## src/rtl/pll_drp_ctrl.sv

```systemverilog
// ---------------------------------------------------------------------------
// pll_drp_ctrl
//   Command front end for a PLL MDRP (mini dynamic reconfiguration port).
//   Reads and writes PLL configuration registers through an auto-increment
//   address port, and runs the PLL reset / relock ("apply") sequence, both
//   automatically after reset and on request. The PLL mdclk is driven from
//   clk at the top level, so the MDRP signals here are in the clk domain.
//
// Ports
//   clk, reset        system clock, synchronous active-high reset
//   cmd_valid_i/cmd_ready_o, cmd_op_i (00 rd, 01 wr, 10 apply, 11 rsvd),
//   cmd_addr_i, cmd_wdata_i          command in (no queueing, one at a time)
//   rsp_valid_o, rsp_rdata_o, rsp_err_o   one-cycle response, no backpressure
//   mdopc_o, mdainc_o, mdwdi_o, mdrdo_i   PLL MDRP port
//   pll_reset_o, pll_lock_i (async)       PLL reset / lock
//   init_done_o       power-up apply sequence finished
//   lock_err_o        sticky: some apply sequence timed out waiting for lock
// ---------------------------------------------------------------------------
module pll_drp_ctrl #(
    parameter int RD_LAT       = 2,
    parameter int RST_CYCLES   = 16,
    parameter int LOCK_TIMEOUT = 65535
) (
    input  logic       clk,
    input  logic       reset,
    input  logic       cmd_valid_i,
    output logic       cmd_ready_o,
    input  logic [1:0] cmd_op_i,
    input  logic [5:0] cmd_addr_i,
    input  logic [7:0] cmd_wdata_i,
    output logic       rsp_valid_o,
    output logic [7:0] rsp_rdata_o,
    output logic       rsp_err_o,
    output logic [1:0] mdopc_o,
    output logic       mdainc_o,
    output logic [7:0] mdwdi_o,
    input  logic [7:0] mdrdo_i,
    output logic       pll_reset_o,
    input  logic       pll_lock_i,
    output logic       init_done_o,
    output logic       lock_err_o
);

    localparam int CMAX = (RST_CYCLES > RD_LAT) ? RST_CYCLES : RD_LAT;
    localparam int CW   = $clog2(CMAX + 1);
    localparam int TW   = $clog2(LOCK_TIMEOUT + 1);

    localparam logic [1:0] OPC_NOP = 2'b00;
    localparam logic [1:0] OPC_WR  = 2'b01;
    localparam logic [1:0] OPC_RD  = 2'b10;

    typedef enum logic [3:0] {
        INIT_RST, INIT_WAIT, IDLE, SEEK_HI, SEEK_LO,
        ACC_WR, ACC_RD, RD_WAIT, APP_RST, APP_WAIT, RESP
    } state_e;

    state_e          state_q;
    logic [5:0]      ptr_q;       // shadow of the PLL's internal MDRP address
    logic [5:0]      addr_q;
    logic [7:0]      wdata_q;
    logic            is_wr_q;
    logic            resv_q;      // reserved op: one extra RESP cycle, valid low
    logic [CW-1:0]   cnt_q;
    logic [TW-1:0]   tcnt_q;
    logic            lock_meta_q, lock_s_q;

    logic [1:0]      mdopc_q;
    logic            mdainc_q;
    logic [7:0]      mdwdi_q;
    logic            pll_reset_q;
    logic            rsp_valid_q;
    logic [7:0]      rsp_rdata_q;
    logic            rsp_err_q;
    logic            cmd_ready_q;
    logic            init_done_q;
    logic            lock_err_q;

    assign cmd_ready_o = cmd_ready_q;
    assign rsp_valid_o = rsp_valid_q;
    assign rsp_rdata_o = rsp_rdata_q;
    assign rsp_err_o   = rsp_err_q;
    assign mdopc_o     = mdopc_q;
    assign mdainc_o    = mdainc_q;
    assign mdwdi_o     = mdwdi_q;
    assign pll_reset_o = pll_reset_q;
    assign init_done_o = init_done_q;
    assign lock_err_o  = lock_err_q;

    // pll_lock comes straight from the PLL analog side
    always_ff @(posedge clk) begin
        if (reset) begin
            lock_meta_q <= 1'b0;
            lock_s_q    <= 1'b0;
        end else begin
            lock_meta_q <= pll_lock_i;
            lock_s_q    <= lock_meta_q;
        end
    end

    always_ff @(posedge clk) begin
        if (reset) begin
            state_q     <= INIT_RST;
            ptr_q       <= '0;
            addr_q      <= '0;
            wdata_q     <= '0;
            is_wr_q     <= 1'b0;
            resv_q      <= 1'b0;
            cnt_q       <= '0;
            tcnt_q      <= '0;
            mdopc_q     <= OPC_NOP;
            mdainc_q    <= 1'b0;
            mdwdi_q     <= '0;
            pll_reset_q <= 1'b0;
            rsp_valid_q <= 1'b0;
            rsp_rdata_q <= '0;
            rsp_err_q   <= 1'b0;
            cmd_ready_q <= 1'b0;
            init_done_q <= 1'b0;
            lock_err_q  <= 1'b0;
        end else begin
            case (state_q)
                // First cycle after reset arms pll_reset; later cycles time
                // the pulse exactly like APP_RST.
                INIT_RST: begin
                    if (!pll_reset_q) begin
                        pll_reset_q <= 1'b1;
                        ptr_q       <= '0;
                        cnt_q       <= '0;
                    end else if (cnt_q == CW'(RST_CYCLES - 1)) begin
                        pll_reset_q <= 1'b0;
                        tcnt_q      <= '0;
                        state_q     <= INIT_WAIT;
                    end else begin
                        cnt_q <= cnt_q + 1'b1;
                    end
                end

                INIT_WAIT: begin
                    if (lock_s_q) begin
                        init_done_q <= 1'b1;
                        cmd_ready_q <= 1'b1;
                        state_q     <= IDLE;
                    end else if (tcnt_q == TW'(LOCK_TIMEOUT - 1)) begin
                        init_done_q <= 1'b1;
                        lock_err_q  <= 1'b1;
                        cmd_ready_q <= 1'b1;
                        state_q     <= IDLE;
                    end else if (tcnt_q != '1) begin
                        tcnt_q <= tcnt_q + 1'b1;
                    end
                end

                IDLE: begin
                    if (cmd_valid_i && cmd_ready_q) begin
                        cmd_ready_q <= 1'b0;
                        addr_q      <= cmd_addr_i;
                        wdata_q     <= cmd_wdata_i;
                        is_wr_q     <= cmd_op_i[0];
                        case (cmd_op_i)
                            2'b00, 2'b01: begin
                                if (cmd_addr_i == ptr_q) begin
                                    if (cmd_op_i[0]) begin
                                        mdopc_q <= OPC_WR;
                                        mdwdi_q <= cmd_wdata_i;
                                        state_q <= ACC_WR;
                                    end else begin
                                        mdopc_q <= OPC_RD;
                                        state_q <= ACC_RD;
                                    end
                                end else begin
                                    mdainc_q <= 1'b1;
                                    state_q  <= SEEK_HI;
                                end
                            end
                            2'b10: begin
                                // PLL reset also returns its MDRP address to 0
                                pll_reset_q <= 1'b1;
                                ptr_q       <= '0;
                                cnt_q       <= '0;
                                state_q     <= APP_RST;
                            end
                            default: begin
                                // Reserved: spend one decode cycle in RESP so
                                // the response lands two cycles after accept.
                                resv_q      <= 1'b1;
                                rsp_err_q   <= 1'b1;
                                rsp_rdata_q <= '0;
                                state_q     <= RESP;
                            end
                        endcase
                    end
                end

                SEEK_HI: begin
                    mdainc_q <= 1'b0;
                    ptr_q    <= ptr_q + 6'd1;
                    state_q  <= SEEK_LO;
                end

                SEEK_LO: begin
                    if (ptr_q == addr_q) begin
                        if (is_wr_q) begin
                            mdopc_q <= OPC_WR;
                            mdwdi_q <= wdata_q;
                            state_q <= ACC_WR;
                        end else begin
                            mdopc_q <= OPC_RD;
                            state_q <= ACC_RD;
                        end
                    end else begin
                        mdainc_q <= 1'b1;
                        state_q  <= SEEK_HI;
                    end
                end

                ACC_WR: begin
                    mdopc_q     <= OPC_NOP;
                    rsp_valid_q <= 1'b1;
                    rsp_rdata_q <= '0;
                    rsp_err_q   <= 1'b0;
                    state_q     <= RESP;
                end

                ACC_RD: begin
                    mdopc_q <= OPC_NOP;
                    cnt_q   <= '0;
                    state_q <= RD_WAIT;
                end

                // mdrdo is valid RD_LAT cycles after the read opcode cycle
                RD_WAIT: begin
                    if (cnt_q == CW'(RD_LAT - 1)) begin
                        rsp_rdata_q <= mdrdo_i;
                        rsp_err_q   <= 1'b0;
                        rsp_valid_q <= 1'b1;
                        state_q     <= RESP;
                    end else begin
                        cnt_q <= cnt_q + 1'b1;
                    end
                end

                APP_RST: begin
                    if (cnt_q == CW'(RST_CYCLES - 1)) begin
                        pll_reset_q <= 1'b0;
                        tcnt_q      <= '0;
                        state_q     <= APP_WAIT;
                    end else begin
                        cnt_q <= cnt_q + 1'b1;
                    end
                end

                APP_WAIT: begin
                    if (lock_s_q) begin
                        rsp_valid_q <= 1'b1;
                        rsp_err_q   <= 1'b0;
                        rsp_rdata_q <= '0;
                        state_q     <= RESP;
                    end else if (tcnt_q == TW'(LOCK_TIMEOUT - 1)) begin
                        rsp_valid_q <= 1'b1;
                        rsp_err_q   <= 1'b1;
                        rsp_rdata_q <= '0;
                        lock_err_q  <= 1'b1;
                        state_q     <= RESP;
                    end else if (tcnt_q != '1) begin
                        tcnt_q <= tcnt_q + 1'b1;
                    end
                end

                RESP: begin
                    if (resv_q) begin
                        resv_q      <= 1'b0;
                        rsp_valid_q <= 1'b1;
                    end else begin
                        rsp_valid_q <= 1'b0;
                        cmd_ready_q <= 1'b1;
                        state_q     <= IDLE;
                    end
                end

                default: state_q <= INIT_RST;
            endcase
        end
    end

endmodule

```

## config.mk

```make
export PLATFORM = sky130hd
export DESIGN_NAME = pll_drp_ctrl
export DESIGN_NICKNAME = d
export VERILOG_FILES = /design/src/rtl/pll_drp_ctrl.sv
export SDC_FILE = /design/constraint.sdc
export NUM_CORES = 1
export LEC_CHECK = 0
export CAP_MARGIN = 20
export CORE_ASPECT_RATIO = 1.5
export CORE_MARGIN = 3
export CORE_UTILIZATION = 40
export CTS_CLUSTER_DIAMETER = 30
export CTS_CLUSTER_SIZE = 25
export DETAILED_ROUTE_END_ITERATION = 8
export PLACE_DENSITY_LB_ADDON = 0.12
export SLEW_MARGIN = 5
export SYNTH_ARGS = -nofsm -noshare
export SYNTH_HDL_FRONTEND = slang
export SYNTH_SLANG_ARGS = --single-unit
```

## constraint.sdc

```tcl
create_clock -name clk -period 4 [get_ports clk]
set_input_delay 0.6 -clock clk [delete_from_list [all_inputs] [get_ports clk]]
set_output_delay 0.6 -clock clk [all_outputs]
set_load 0.005 [all_outputs]
```

After elaboration in Yosys (flattened, before gate mapping). Cells that the tools add are included.

$add $sub $neg: 3. Bitwise operators: 1. Mux-type cells: 77. Equal/unequal tests: 40. Reduce and logical (&&, ||, !) cells: 34.

Operator list (number): $mux 8 (11); $mux 16 (5); $mux 4 (12); $pmux 16 s3 (1); $pmux 4 s11 (1); $ne 2x2->1 const B (19); $pmux 8 s4 (1); $mux 5 (5); $pmux 5 s5 (1); $reduce_and 5->1 (4); $mux 1 (19); $mux 6 (3); $pmux 6 s3 (1); $reduce_bool 3->1 (6); $add 16x1->16 const B (1); $eq 16x16->1 const B (1); $eq 4x3->1 const B (4); $mux 2 (8); $ne 16x16->1 const B (1); $pmux 8 s2 (1); $reduce_and 4->1 (4); $eq 4x4->1 const B (3); $eq 6x6->1 (2); $pmux 1 s3 (3); other kinds (27) (38).

Bits in registers: 74. Output and inout port bits: 25.

Longest topological paths before layout.
Depth after elaboration: 5. Mapped depth: 12. Mapped depth without buffers: 9.

Least setup slack after synthesis. No wires, ideal clock.

Path type: register -> register. Start: reg cnt_q[1]. End: reg tcnt_q[15]. Arrival: 2.163 ns. Clock period less this slack: 2.296 ns. Slack: 1.704 ns. Setup time: 0.132 ns. Cell stages (with the launch flop): 13. Buffers on the path: 3. Path through: dfxtp_1 -> ha_1 -> nand3_1 -> inv_1 -> ha_1 -> o21ai_0 -> nor3_1 -> o21ba_1 -> buf_6 -> buf_6 -> buf_4 -> o31ai_1 -> a21oi_1.

Longest elaborated chain between the ends: 4.

RTL lines: start, declared (line 63) `logic [CW-1:0] cnt_q;`; start signal, assigned (line 134) `cnt_q <= cnt_q + 1'b1;`; start signal, assigned (line 238) `cnt_q <= cnt_q + 1'b1;`; start signal, assigned (line 248) `cnt_q <= cnt_q + 1'b1;`; $eq 5x4->1 (*) (line 129, 243); $mux 16 (*); $mux 16; $pmux 16 s3 (*); end signal, assigned (line 149) `tcnt_q <= tcnt_q + 1'b1;`; end signal, assigned (line 265) `tcnt_q <= tcnt_q + 1'b1;`; end, declared (line 64) `logic [TW-1:0] tcnt_q;`.

Mark *: on every way between the ends. The rest lies on a longest branch, timed or not. The select of a mux whose other input is x is not followed. A chain may end at the register's enable or synchronous reset.

Final worst setup path.
Start: reg cnt_q[1]. End: reg tcnt_q[9].

Same word-level chain as after synthesis.

==> impl_metrics.py <==
metrics = {
    "worst_setup_path": {
        "crit_family": "simple AND/OR/NAND/NOR gates",
        "endpoint_kind": "flip-flop",
        "critical_path_arrival_ns": 3.10,
        "worstSetupPathType": "reg -> reg",
        "max_stage_delay_ns": 0.60,
        "cp_num_buf_inv": 1,
        "crit_chain": "ha_1 -> nand3_1 -> inv_1 -> ha_1 -> o21ai_0 -> nor3_1 -> o21ba_1 -> or4_1 -> a21oi_1",
        "critical_path.slowest_cell": "or4_1",
        "cpMostUsedCell": "ha_1",
        "crit_required_ns": 4.26,
        "worstPathMaxFanout": 27,
        "cp-start-kind": "flip-flop",
    },
    "logic_synthesis": {
        "syn-num-nets": 533,
        "syn_inst": 498,
        "synth-warning-count": 0,
        "synth_enable_flop_cells": 0,
        "async_flop_share_pct": 0,
        "syn_area_um2": 4000,
        "synth-seq-area-share_pct": 37.0,
        "synth_cell_types": 65,
        "syn_area_per_cell_um2": 8.04,
        "synth-seq-cells": 74,
        "synthFlopType": "dfxtp_1",
    },
    "place": {
        "portBuffers": 52,
        "dp_hpwl_mm": 7.47,
        "gp_congestion": 0.853,
    },
    "pwr": {
        "leakage_uw": 0.00177,
        "ir_drop_mv": 0.198,
        "finalPower_uw": 1750,
        "powerDensity_nw_per_um2": 360,
    },
    "grt": {
        "track_usage_pct": 19.6,
        "grt_pass1_vias": 3692,
        "antenna_found_initial": 0,
        "grt_remaining_overflow": 0,
        "grt_pass1_wl_mm": 17.7,
        "grt_max_degree": 33,
    },
    "clocking": {
        "insertion_delay_ns": 0.34,
        "cts_sinks": 74,
        "numCtsBuffers": 9,
        "clock_path_buffers": 2,
        "cts_htree_levels": 3,
        "cts_tree": "yes",
        "cts_hold_buf": 0,
        "cts_setup_buffers": 0,
        "post_cts_resized": 0,
        "clk_pin_slew_worst_paths_ns": 0.06,
        "cts_root_buf": "clkbuf_16",
    },
    "timing": {
        "setup_violations": 0,
        "rsz0062_at_grt": "false",
        "hold_viol": 0,
        "period_minus_slack_ns": 2.84,
        "tightest_slew_ns": 0.848,
        "slew_headroom_pct": 43.0,
        "fmax_ghz": 0.352,
        "setup_tns_ns": 0,
        "fin_crit_sh_pct": 71.0,
        "drv_slew": 0,
        "fin_worst_skew_ns": 0.00519,
    },
    "final_layout": {
        "n_antenna_cell": 0,
        "multi_input_area_um2": 2310,
        "fillers": 963,
        "seqCellArea_um2": 1480,
        "drive_gt1_share_pct": 6.18,
        "mostFrequentLayoutCells": "dfxtp_1 (74), nand2_1 (62), a21oi_1 (52)",
        "mostFrequentLayoutCell": "dfxtp_1",
        "nets": 565,
        "syn2layout_area_growth_pct": 21.2,
        "final_core_util_pct": 49.8,
    },
    "die": {
        "core_um2": 9740,
        "die_h_um": 129,
        "rows": 44,
        "die-area_um2": 11300,
        "io_pins": 53,
        "die_w_um": 87.7,
        "initial_core_util_pct": 41.1,
    },
    "routing": {
        "drt-wirelength-per-cell_um": 16.1,
        "drc": 0,
        "drt-total-wl_mm": 10.5,
        "vias_per_cell": 5.92,
        "final_antenna_net_count": 0,
        "drt_iter0_markers": 214,
        "vias": 3843,
        "drt_pre_antenna_iters": 6,
    },
    "outcome": {
        "outcome": "finished clean",
    },
    "worst_hold_path": {
        "hold_path.class": "reg -> reg",
    },
    "job": {
        "cap_violations": 0,
    },
}
-- per-stage QoR --
step                      hold slack (ns)  setup slack, ns  cells  instance area (um2)
final                               0.453             1.16    649                 4850
after global routing                0.463            0.844    649                 4850
after CTS                           0.454             1.17    649                 4850
after detailed placement            0.445             1.12    634                 4530
after global placement              0.438             1.23    634                 4530
after floorplan                     0.414             1.70    498                 4000
-- Yosys cell counts (all sizes together), types with 8 or more instances --
cell type	count	area, um2
o21ai	27	135
buf	10	66.3
nor3	11	55.1
nand4	11	75.1
a31oi	17	113
inv	15	56.3
or4	11	86.3
a211oi	8	60.1
mux2i	9	90.1
dfxtp	74	1480
xor2	13	114
nand3	11	55.1
clkbuf	25	93.8
a21oi	52	260
nor2	36	135
nor2b	8	50.1
nand2	62	233
a41o	8	80.1
-- cells by family (layout without fill, tap and decap cells) --
| family | Yosys count | after routing | share of synthesized area (%) |
|---|---|---|---|
| buffers and inverters | 50 | 86 | 5.41 |
| and+or+nand+nor | 181 | 181 | 23.4 |
| xor gates and xnor gates | 17 | 17 | 3.72 |
| adders and majority gates | 7 | 7 | 2.19 |
| AOI/OAI and AO/OA | 160 | 160 | 26.0 |
| muxes | 9 | 9 | 2.25 |
| DFF | 74 | 74 | 37.0 |
-- flip-flops by register name, indices dropped and copies added (netlist names) --
| signal | cells |
|---|---|
| wdata_q | 8 |
| state_q | 4 |
| mdwdi_o | 8 |
| rsp_err_o | 1 |
| ptr_q | 6 |
| resv_q | 1 |
| rsp_valid_o | 1 |
| cnt_q | 5 |
| is_wr_q | 1 |
| init_done_o | 1 |
| cmd_ready_o | 1 |
| tcnt_q | 16 |
| addr_q | 6 |
| lock_meta_q | 1 |
| mdainc_o | 1 |
| rsp_rdata_o | 8 |
| lock_err_o | 1 |
| mdopc_o | 2 |
| pll_reset_o | 1 |
| lock_s_q | 1 |
-- path summary, 6_finish.rpt --
kind	endpoint	cells after the start	slack, ns	start
worst max-delay path	tcnt_q[9]$_SDFFE_PP0P_	9	1.16	cnt_q[1]$_SDFFE_PP0P_
worst min-delay path	lock_s_q$_SDFF_PP0_	1	0.45	lock_meta_q$_SDFF_PP0_
worst max register to register	tcnt_q[9]$_SDFFE_PP0P_	9	1.16	cnt_q[1]$_SDFFE_PP0P_
worst min register to register	lock_s_q$_SDFF_PP0_	1	0.45	lock_meta_q$_SDFF_PP0_
-- power by group --
part | leakage, uW | internal [uW] | switching (uW) | total [uW]
combinational | 0.00102 | 55.8 | 68.4 | 124
sequential | 0.000597 | 744 | 12.8 | 757
clock | 0.000158 | 558 | 308 | 866
-- routing by layer --
| layer | track usage (%) | part of all wire [%] | vias to the layer above |
|---|---|---|---|
| met5 | 0 | 0 | - |
| met3 | 2.88 | 3.5 | 18 |
| met1 | 23.5 | 43 | 1847 |
| li1 | - | - | 1898 |
| met4 | 9.94 | 2.4 | 0 |
| met2 | 33.5 | 51 | 80 |
-- layout make-up --
type	count	share of cell area (%)
clock inverters	5	1.62
inverters	15	1.16
flip-flops and latches	74	30.5
well taps	115	2.97
clock buffers	10	4.93
repair buffers	56	11.2
multi-input cells	374	47.5
-- worst reg2reg max path: cells and delay by family (launching register included) --
kind / cells / cell delay (ns)
buffers and inverters: 1 / 0.07
AOI/OAI and AO/OA: 3 / 0.80
and+or+nand+nor: 3 / 1.04
DFF: 1 / 0.38
adders and majority gates: 2 / 0.48
(Power assumes the default switching activity.)
